==> src/rtl/pattern_match_ctrl.sv <==
// rtl/pattern_match_ctrl.sv - programmable serial pattern detector with start/stop sequencing and hit counter
// Optional feature macro: PM_OVERLAP_EN (overlapping matches when defined)
module pattern_match_ctrl #(
    parameter int PAT_W = 4,
    parameter int CNT_W = 4,
    parameter logic [PAT_W-1:0] DEFAULT_PAT = PAT_W'(4'b1101)
) (
    input  logic             clk,
    input  logic             reset,
    input  logic             load,
    input  logic [PAT_W-1:0] pat_in,
    input  logic [CNT_W-1:0] tgt_in,
    input  logic             start,
    input  logic             stop,
    input  logic             w,
    output logic             match,
    output logic [CNT_W-1:0] count,
    output logic             busy,
    output logic             done
);

    localparam int FILL_W = $clog2(PAT_W + 1);
    localparam logic [FILL_W-1:0] FILL_FULL = FILL_W'(PAT_W);

    typedef enum logic [1:0] {
        S_IDLE  = 2'd0,
        S_ARMED = 2'd1,
        S_DONE  = 2'd2
    } state_t;

    state_t            state;
    logic [PAT_W-1:0]  pattern;
    logic [CNT_W-1:0]  target;
    logic [PAT_W-1:0]  history;
    logic [FILL_W-1:0] fill;

    logic [PAT_W-1:0]  hist_next;
    logic [FILL_W-1:0] fill_next;
    logic [CNT_W-1:0]  count_inc;
    logic              hit;

    // Next shift-window contents and hit detection for the bit sampled this edge
    always_comb begin
        hist_next = {history[PAT_W-2:0], w};
        fill_next = (fill == FILL_FULL) ? fill : fill + 1'b1;
        count_inc = (count == '1) ? count : count + 1'b1;
        hit       = (hist_next == pattern) && (fill_next == FILL_FULL);
    end

    // Controller FSM with registered outputs; reset takes priority over everything
    always_ff @(posedge clk) begin
        if (reset) begin
            state   <= S_IDLE;
            match   <= 1'b0;
            count   <= '0;
            busy    <= 1'b0;
            done    <= 1'b0;
            pattern <= DEFAULT_PAT;
            target  <= '0;
            history <= '0;
            fill    <= '0;
        end else begin
            match <= 1'b0;
            case (state)
                S_IDLE: begin
                    if (load) begin
                        pattern <= pat_in;
                        target  <= tgt_in;
                    end
                    if (start && !stop) begin
                        state   <= S_ARMED;
                        busy    <= 1'b1;
                        count   <= '0;
                        history <= '0;
                        fill    <= '0;
                    end
                end
                S_ARMED: begin
                    if (stop) begin
                        state <= S_IDLE;
                        busy  <= 1'b0;
                    end else if (start) begin
                        count   <= '0;
                        history <= '0;
                        fill    <= '0;
                    end else begin
                        history <= hist_next;
                        fill    <= fill_next;
                        if (hit) begin
                            match <= 1'b1;
                            count <= count_inc;
`ifndef PM_OVERLAP_EN
                            // Non-overlapping: next hit needs a completely fresh window
                            history <= '0;
                            fill    <= '0;
`endif
                            if ((target != '0) && (count_inc == target)) begin
                                state <= S_DONE;
                                busy  <= 1'b0;
                                done  <= 1'b1;
                            end
                        end
                    end
                end
                S_DONE: begin
                    if (stop) begin
                        state <= S_IDLE;
                        done  <= 1'b0;
                    end else if (start) begin
                        state   <= S_ARMED;
                        busy    <= 1'b1;
                        done    <= 1'b0;
                        count   <= '0;
                        history <= '0;
                        fill    <= '0;
                    end
                end
                default: begin
                    state <= S_IDLE;
                    busy  <= 1'b0;
                    done  <= 1'b0;
                end
            endcase
        end
    end

endmodule

==> config.mk <==
export PLATFORM = sky130hd
export DESIGN_NAME = pattern_match_ctrl
export DESIGN_NICKNAME = d
export VERILOG_FILES = /design/src/rtl/pattern_match_ctrl.sv
export SDC_FILE = /design/constraint.sdc
export NUM_CORES = 1
export LEC_CHECK = 0
export ABC_AREA = 1
export CAP_MARGIN = 20
export CORE_UTILIZATION = 40
export CTS_CLUSTER_SIZE = 12
export DETAILED_ROUTE_END_ITERATION = 10
export DONT_BUFFER_PORTS = 1
export SYNTH_ARGS = -nofsm -noshare
export SYNTH_HDL_FRONTEND = slang
export SYNTH_SLANG_ARGS = --single-unit
export TNS_END_PERCENT = 10
==> constraint.sdc <==
create_clock -name clk -period 1.65 [get_ports clk]
set_input_delay 0.33 -clock clk [delete_from_list [all_inputs] [get_ports clk]]
set_output_delay 0.33 -clock clk [all_outputs]
set_load 0.05 [all_outputs]
==> run summary, run 1 <==
=================================================================================
Total number of nets in the final design                                      228
Average vias per placed instance                                            5.063
Final clock skew                                                      0.003184 ns
Master cell of the clock root buffer                                     clkbuf_4
Arrival time of the worst setup path                                      1.87 ns
CP required                                                               1.88 ns
Final Setup Violations                                                          0
Die H                                                                    58.90 µm
First-pass GRT wire length                                                4933 µm
Cell taking the most area after synthesis                                 dfxtp_1
Seq/Total Area, Yosys                                                      0.3556
Later-pin clock latency in the skew report                                0.32 ns
Setup slack of the worst register-to-register path                        0.01 ns
Portion of synthesized cell area occupied by the leading cell type         0.3556
CP Max Fanout                                                                   5
CTS buffer count                                                                3
Sequential Area                                                         473.0 µm²
Wirelength per Cell                                                      12.20 µm
Fin crit share                                                             0.9917
Share of power burned in combinational logic                                0.216
Post-synthesis to final-layout area growth                                 21.74%
RSZ-0062 raised after global routing                                         true
Number of vias after detailed routing                                        1286
Post-synthesis cell type count                                                 27
Final total power                                                        1.160 mW
Fraction of power spent switching nets                                     0.3289
Number of DRC markers after the initial detailed-route iteration               62
FMAX                                                                    611.1 MHz
Total length of routed wires                                              3099 µm
Type of destination of the critical path                                 register
CORE AREA                                                                3053 µm²
Pint                                                                    0.7787 mW
Placed Instance Area                                                     1446 µm²
FP Rows                                                                        20
Leakage Power                                                           0.6498 nW
Post-synthesis instance total                                                 193
Min Clock Period, post-route                                             1.636 ns
Synthesized Nets                                                              210
Die area                                                                 3469 µm²
Post-detailed-route count of antenna-violating nets                             0
Part of the total power dissipated in sequential elements                   0.537
Number of global-route vias before repair                                    1176
Starting density of the core                                               0.4242
Layout filler cell count                                                      314
Global-route total usage across every layer                                0.1827
Inserted Diodes                                                                 0
Mapped Avg Cell Area                                                    6.710 µm²
Status                                                               finished clean
Tightest Pin Transition                                                 0.5373 ns
Synthesis warning total                                                         0
Num Clock Sinks                                                                23
Post-layout instance area                                                1577 µm²
Multi-input logic area                                                  768.2 µm²
Max VDD drop                                                             384.2 µV
Part of the power in the clock network                                      0.247
Worst hold path type                                                       in2reg
Global placer's final weighted congestion                                  0.7750
DIE WIDTH                                                                58.90 µm
Critical path type                                                        reg2reg
Clock-pin transition on the worst setup and hold timing paths             0.14 ns
Dpl hpwl                                                                  2182 µm
Util after Layout                                                          0.5164
Clock tree buffer depth                                                         2
Max transition margin                                                      0.6413
Post-route DRC violation count                                                  0
Post-synth design cell area                                              1295 µm²
Max Cap Viol                                                                    0
Final hold violation count                                                      0
Total of flip-flops plus latches after synthesis                               23
Top cells by area in the synthesized netlist                         dfxtp_1 (36%), nand2_1 (15%), inv_1 (8.4%)
Maximum number of pins on one net before global-route repair                   17
Net Sw Power                                                            0.3816 mW
TritonCTS clock tree                                                          yes
Number of antenna violations at the first check in global routing               0
Total count of max-transition violations in the final report                    0
Layout cells sized above 1                                                 0.2810
Buffers added on ports                                                          0
Num ports                                                                      21
Number of detailed-routing iterations run before antenna repair                 4
Count of H-tree levels built during CTS                                         1
Startpoint Class                                                         register
PD cells                                                             736.0 nW/µm²
Final global-route overflow total                                               0
=================================================================================
-- stage by stage --
stage	setup TNS, ns	setup slack (ns)	cells	hold WS (ns)
6_report	0	0.01363	254	0.03514
5_1_grt	-0.9241	-0.1059	254	0.01737
4_1_cts	0	0.006917	253	0.03462
3_5_place_dp	-1.426	-0.1477	247	0.3937
3_3_place_gp	-0.6250	-0.08690	247	0.3952
2_1_floorplan	-0.01423	-0.01423	193	0.4432
-- layout by cell type, fill, tap and decap left out, types with 2 or more instances in the layout --
cell / netlist / routed
nand2_1: 52 / 49
inv_1: 29 / 26
dfxtp_1: 23 / 17
buf_4: 0 / 16
nor2_1: 15 / 13
nand3_1: 17 / 13
a21oi_1: 12 / 11
o21ai_0: 9 / 9
inv_2: 4 / 7
nand2_2: 2 / 5
nand3_2: 0 / 4
a211oi_1: 5 / 4
dfxtp_2: 0 / 4
nor2_4: 2 / 3
o211ai_1: 3 / 3
clkbuf_4: 0 / 3
o21ai_2: 1 / 2
nand4_1: 2 / 2
nor2_2: 1 / 2
ha_4: 0 / 2
dfxtp_4: 0 / 2
-- kinds of logic (layout without fill, tap and decap cells) --
family / Yosys count / count (layout) / share of synthesized area
adders and majority gates: 3 / 3 / 0.02899
and+or+nand+nor: 94 / 94 / 0.3237
AOI/OAI and AO/OA: 36 / 36 / 0.1826
DFF: 23 / 23 / 0.3556
buffers and inverters: 37 / 54 / 0.1092
-- cells in the mapped netlist --
master / number
dfxtp_1: 23
nand4_1: 2
inv_1: 29
nand4_2: 1
nor2_1: 15
o21bai_2: 1
o31ai_1: 1
nand2_4: 1
nand2_2: 2
a21oi_1: 12
o21ai_0: 9
o211ai_1: 3
o21ai_1: 1
nand2_1: 52
ha_1: 3
a21oi_4: 1
o21ai_2: 1
nand3_1: 17
a211oi_1: 5
inv_4: 1
nor2_4: 2
nor3_1: 1
o21a_1: 1
inv_2: 4
a2111oi_2: 1
clkbuf_1: 3
nor2_2: 1
-- worst max-delay path, stage by stage (launching register included) --
cell,delay (ns)
dfxtp_2,0.38
inv_2,0.05
ha_4,0.15
nand2_2,0.07
nand2_2,0.05
nand2_2,0.06
nand3_2,0.10
nor2_4,0.14
inv_2,0.06
a21oi_4,0.19
inv_2,0.10
o21ai_2,0.12
a21oi_1,0.05
-- registers in the layout (all words and copies together), names as in the netlist --
register,cells
match,1
done,1
fill,3
target,4
state,2
count,4
busy,1
pattern,4
history,3
-- worst paths after layout --
check / start / endpoint / cells after the start
min reg2reg: target[3]$_SDFFE_PP0P_ / target[3]$_SDFFE_PP0P_ / 2
max: fill[0]$_SDFFE_PP0P_ / count[3]$_SDFFE_PP0P_ / 12
max reg2reg: fill[0]$_SDFFE_PP0P_ / count[3]$_SDFFE_PP0P_ / 12
min: reset / count[1]$_SDFFE_PP0P_ / 1
-- layout make-up --
cell class / count / share of cell area
Tap cell: 44 / 0.03492
Multi-Input combinational cell: 133 / 0.4873
Timing Repair Buffer: 16 / 0.07619
Clock inverter: 1 / 0.004762
Clock buffer: 3 / 0.01429
Inverter: 34 / 0.08254
Sequential cell: 23 / 0.3000
-- power by group through the flow --
| stage | logic [mW] | registers (mW) | clock network [mW] |
|---|---|---|---|
| floorplan | 0.161 | 0.636 | 0 |
| global placement | 0.210 | 0.631 | 0 |
| detailed placement | 0.216 | 0.633 | 0 |
| CTS | 0.233 | 0.621 | 0.291 |
| global route | 0.279 | 0.627 | 0.312 |
| finish | 0.250 | 0.623 | 0.287 |
-- per-layer routing --
layer	vias to the layer above	wire length (µm)	track usage
li1	661	-	-
met1	595	1414	0.2152
met2	26	1541	0.3312
met3	4	122	0.04396
met4	0	20	0.04422
met5	-	0	0
-- timing repair --
action / in CTS / in global routing
setup buffers: 2 / 1
pin swaps: 3 / 7
hold buffers: 0 / 0
gates resized for setup: 11 / 11
endpoints found under the setup margin: 14 / 14
No activity file was read; power rests on OpenSTA's default activity.
==> inputs of run 2 (changes only) <==
--- a/config.mk
+++ b/config.mk
@@ -7,10 +7,11 @@
 export LEC_CHECK = 0
 export ABC_AREA = 1
 export CAP_MARGIN = 20
-export CORE_UTILIZATION = 40
+export CORE_UTILIZATION = 45
 export CTS_CLUSTER_SIZE = 12
 export DETAILED_ROUTE_END_ITERATION = 10
 export DONT_BUFFER_PORTS = 1
+export SLEW_MARGIN = 20
 export SYNTH_ARGS = -nofsm -noshare
 export SYNTH_HDL_FRONTEND = slang
 export SYNTH_SLANG_ARGS = --single-unit
==> run 2 against run 1 <==
  * The flow now finishes with violations (setup timing)
  * Hold slack gained 0.013 ns
  * Total power shrank 1.0%
  * Clock power shrank 3%
  * Non-clock buffer count grew 3
  * Sequential share of layout area shrank 0.49 points
  * Maximum frequency shrank 1.8%
  * Count of clock-buffer cells in the layout is the same
  * Critical path type unchanged
  * Critical endpoint is now busy$_SDFFE_PP0P_
  * Largest power group unchanged
==> run summary, run 2 (synthesis results as in run 1) <==
========================================================================================
Status                                                                      complete, but fails checks
Failing checks                                                              setup timing
Max transition margin                                                             0.6684
Starting density of the core                                                      0.4737
Dpl hpwl                                                                         2194 µm
CP dominant cell by count                                                        nand2_2
CP max stage delay                                                               0.39 ns
Clock-pin transition on the worst setup and hold timing paths                    0.14 ns
Startpoint Class                                                                register
Clock tree buffer depth                                                                2
PD cells                                                                    716.6 nW/µm²
Number of buffers inserted by hold repair at cts                                       0
Number of placed instances with taps included                                        238
Average vias per placed instance                                                   5.270
Global placer's final weighted congestion                                         0.8524
Final Setup Violations                                                                 2
Worst-case setup margin in the final layout                                  -0.01606 ns
Part of the power in the clock network                                             0.243
Number of antenna violations at the first check in global routing                      0
Max Cap Viol                                                                           0
Maximum number of pins on one net before global-route repair                          15
Arrival time of the worst setup path                                             1.89 ns
RSZ-0062 raised after global routing                                                true
Pint                                                                           0.7756 mW
Tightest Pin Transition                                                        0.4968 ns
Master cell of the clock root buffer                                            clkbuf_4
Number of global-route vias before repair                                           1209
Share of power burned in combinational logic                                       0.215
Registers with the highest flip-flop counts                                 count (4), pattern (4), target (4)
Final global-route overflow total                                                      0
Final hold violation count                                                             0
Min Clock Period, post-route                                                    1.666 ns
Most used cells in the layout excluding fill and tap cells                  nand2_1 (42), inv_1 (27), buf_4 (18), dfxtp_1 (17), nand3_1 (13)
Post-detailed-route count of antenna-violating nets                                    0
Count of H-tree levels built during CTS                                                1
CTS buffer count                                                                       3
FMAX                                                                           600.2 MHz
Global-route total usage across every layer                                       0.2059
Num Clock Sinks                                                                       23
Layout Cells excl Fill                                                               244
First-pass GRT wire length                                                       5168 µm
Post-route DRC violation count                                                         0
CORE AREA                                                                       2734 µm²
Die area                                                                        3096 µm²
Total number of nets in the final design                                             231
Wirelength per Cell                                                             12.61 µm
Worst path slowest cell                                                          dfxtp_4
Critical path type                                                               reg2reg
Buffers added on ports                                                                 0
FP Rows                                                                               19
Commonest non-fill, non-tap cell in the layout                                   nand2_1
Final clock skew                                                             0.001068 ns
CP required                                                                      1.88 ns
Min Hold Slack                                                                0.04858 ns
Critical path, cell by cell                                                 ha_4 -> nand2_4 -> nand2_2 -> o21ai_2 -> buf_4 -> nand2_2 -> nand4_1 -> o21bai_2 -> nand3_1 -> nand2_1 -> a21oi_1
Number of vias after detailed routing                                               1286
Die H                                                                           55.65 µm
Critical path buffers and inverters                                                    1
Net Sw Power                                                                   0.3730 mW
Inserted Diodes                                                                        0
Total count of max-transition violations in the final report                           0
DIE WIDTH                                                                       55.65 µm
Type of destination of the critical path                                        register
TritonCTS clock tree                                                                 yes
Max VDD drop                                                                    438.9 µV
Post-synthesis to final-layout area growth                                        23.77%
Leakage Power                                                                  0.6890 nW
Later-pin clock latency in the skew report                                       0.32 ns
Layout filler cell count                                                             267
Part of the total power dissipated in sequential elements                          0.542
Num ports                                                                             21
Number of detailed-routing iterations run before antenna repair                        4
CP Max Fanout                                                                          4
Fraction of power spent switching nets                                            0.3248
Worst hold path type                                                              in2reg
Total length of routed wires                                                     3077 µm
Number of DRC markers after the initial detailed-route iteration                      56
Layout cells sized above 1                                                        0.3286
Fin crit share                                                                     1.010
Category of cells accounting for the largest share of critical-path delay   simple AND/OR/NAND/NOR gates
========================================================================================
run 2: worst register-to-register path, stage by stage, from the launching register on:
cell      delay, ns
dfxtp_4        0.39
ha_4           0.17
nand2_4        0.07
nand2_2        0.08
o21ai_2        0.06
buf_4          0.14
nand2_2        0.05
nand4_1        0.18
o21bai_2       0.22
nand3_1        0.10
nand2_1        0.06
a21oi_1        0.06
run 2: routing by layer:
| metal | vias to the layer above | share of wire | track usage |
|---|---|---|---|
| met5 | - | 0 | 0 |
| met4 | 0 | 0.019 | 0.08214 |
| met3 | 8 | 0.035 | 0.02791 |
| met2 | 26 | 0.51 | 0.3546 |
| met1 | 590 | 0.44 | 0.2592 |
| li1 | 662 | - | - |
run 2: what timing repair did:
action | in CTS | in global routing
endpoints found under the setup margin | 14 | 14
pin swaps | 7 | 9
resized for setup | 11 | 20
setup buffers | 2 | 0
run 2: final cells by class:
type | instances | area [µm²] | area share
repair buffers | 19 | 146.4 | 0.09133
clock buffers | 3 | 22.52 | 0.01405
inverters | 34 | 130.1 | 0.08119
well taps | 31 | 38.79 | 0.02420
flip-flops and latches | 23 | 473.0 | 0.2951
multi-input cells | 133 | 787.0 | 0.4910
clock inverters | 1 | 5.005 | 0.003123
run 2: final timing paths:
check / startpoint / to / slack (ns) / depth (start not counted)
worst min register to register: pattern[1]$_SDFFE_PP0P_ / pattern[1]$_SDFFE_PP0P_ / 0.49 / 2
worst min-delay path: reset / count[1]$_SDFFE_PP0P_ / 0.05 / 1
worst max register to register: count[1]$_SDFFE_PP0P_ / busy$_SDFFE_PP0P_ / -0.02 / 11
worst max-delay path: count[1]$_SDFFE_PP0P_ / busy$_SDFFE_PP0P_ / -0.02 / 11
run 2: power groups by stage:
stage	Combinational [mW]	Sequential [mW]	Clock, mW
5_1_grt	0.281	0.627	0.307
6_report	0.247	0.623	0.279
3_5_place_dp	0.223	0.631	0
3_3_place_gp	0.220	0.629	0
4_1_cts	0.236	0.620	0.286
2_1_floorplan	0.161	0.636	0
run 2: stage by stage:
stage / TNS (ns) / utilization / setup WS [ns] / total power, mW / area, µm²
6_report: -0.03012 / 0.5863 / -0.01606 / 1.149 / 1603
5_1_grt: -0.7297 / 0.5863 / -0.1292 / 1.215 / 1603
4_1_cts: 0 / 0.5629 / 0.004308 / 1.143 / 1539
3_5_place_dp: -1.386 / 0.5341 / -0.1399 / 0.8535 / 1460
3_3_place_gp: -0.9716 / 0.5341 / -0.1213 / 0.8487 / 1460
2_1_floorplan: -0.01423 / - / -0.01423 / 0.7966 / 1305
==> inputs of run 3 (changes only) <==
--- a/config.mk
+++ b/config.mk
@@ -6,7 +6,7 @@
 export NUM_CORES = 1
 export LEC_CHECK = 0
 export ABC_AREA = 1
-export CAP_MARGIN = 20
+export CAP_MARGIN = 10
 export CORE_UTILIZATION = 45
 export CTS_CLUSTER_SIZE = 12
 export DETAILED_ROUTE_END_ITERATION = 10
==> results of run 3 <==
Same layout as run 2: the final DEF is identical, and so are final timing and power.
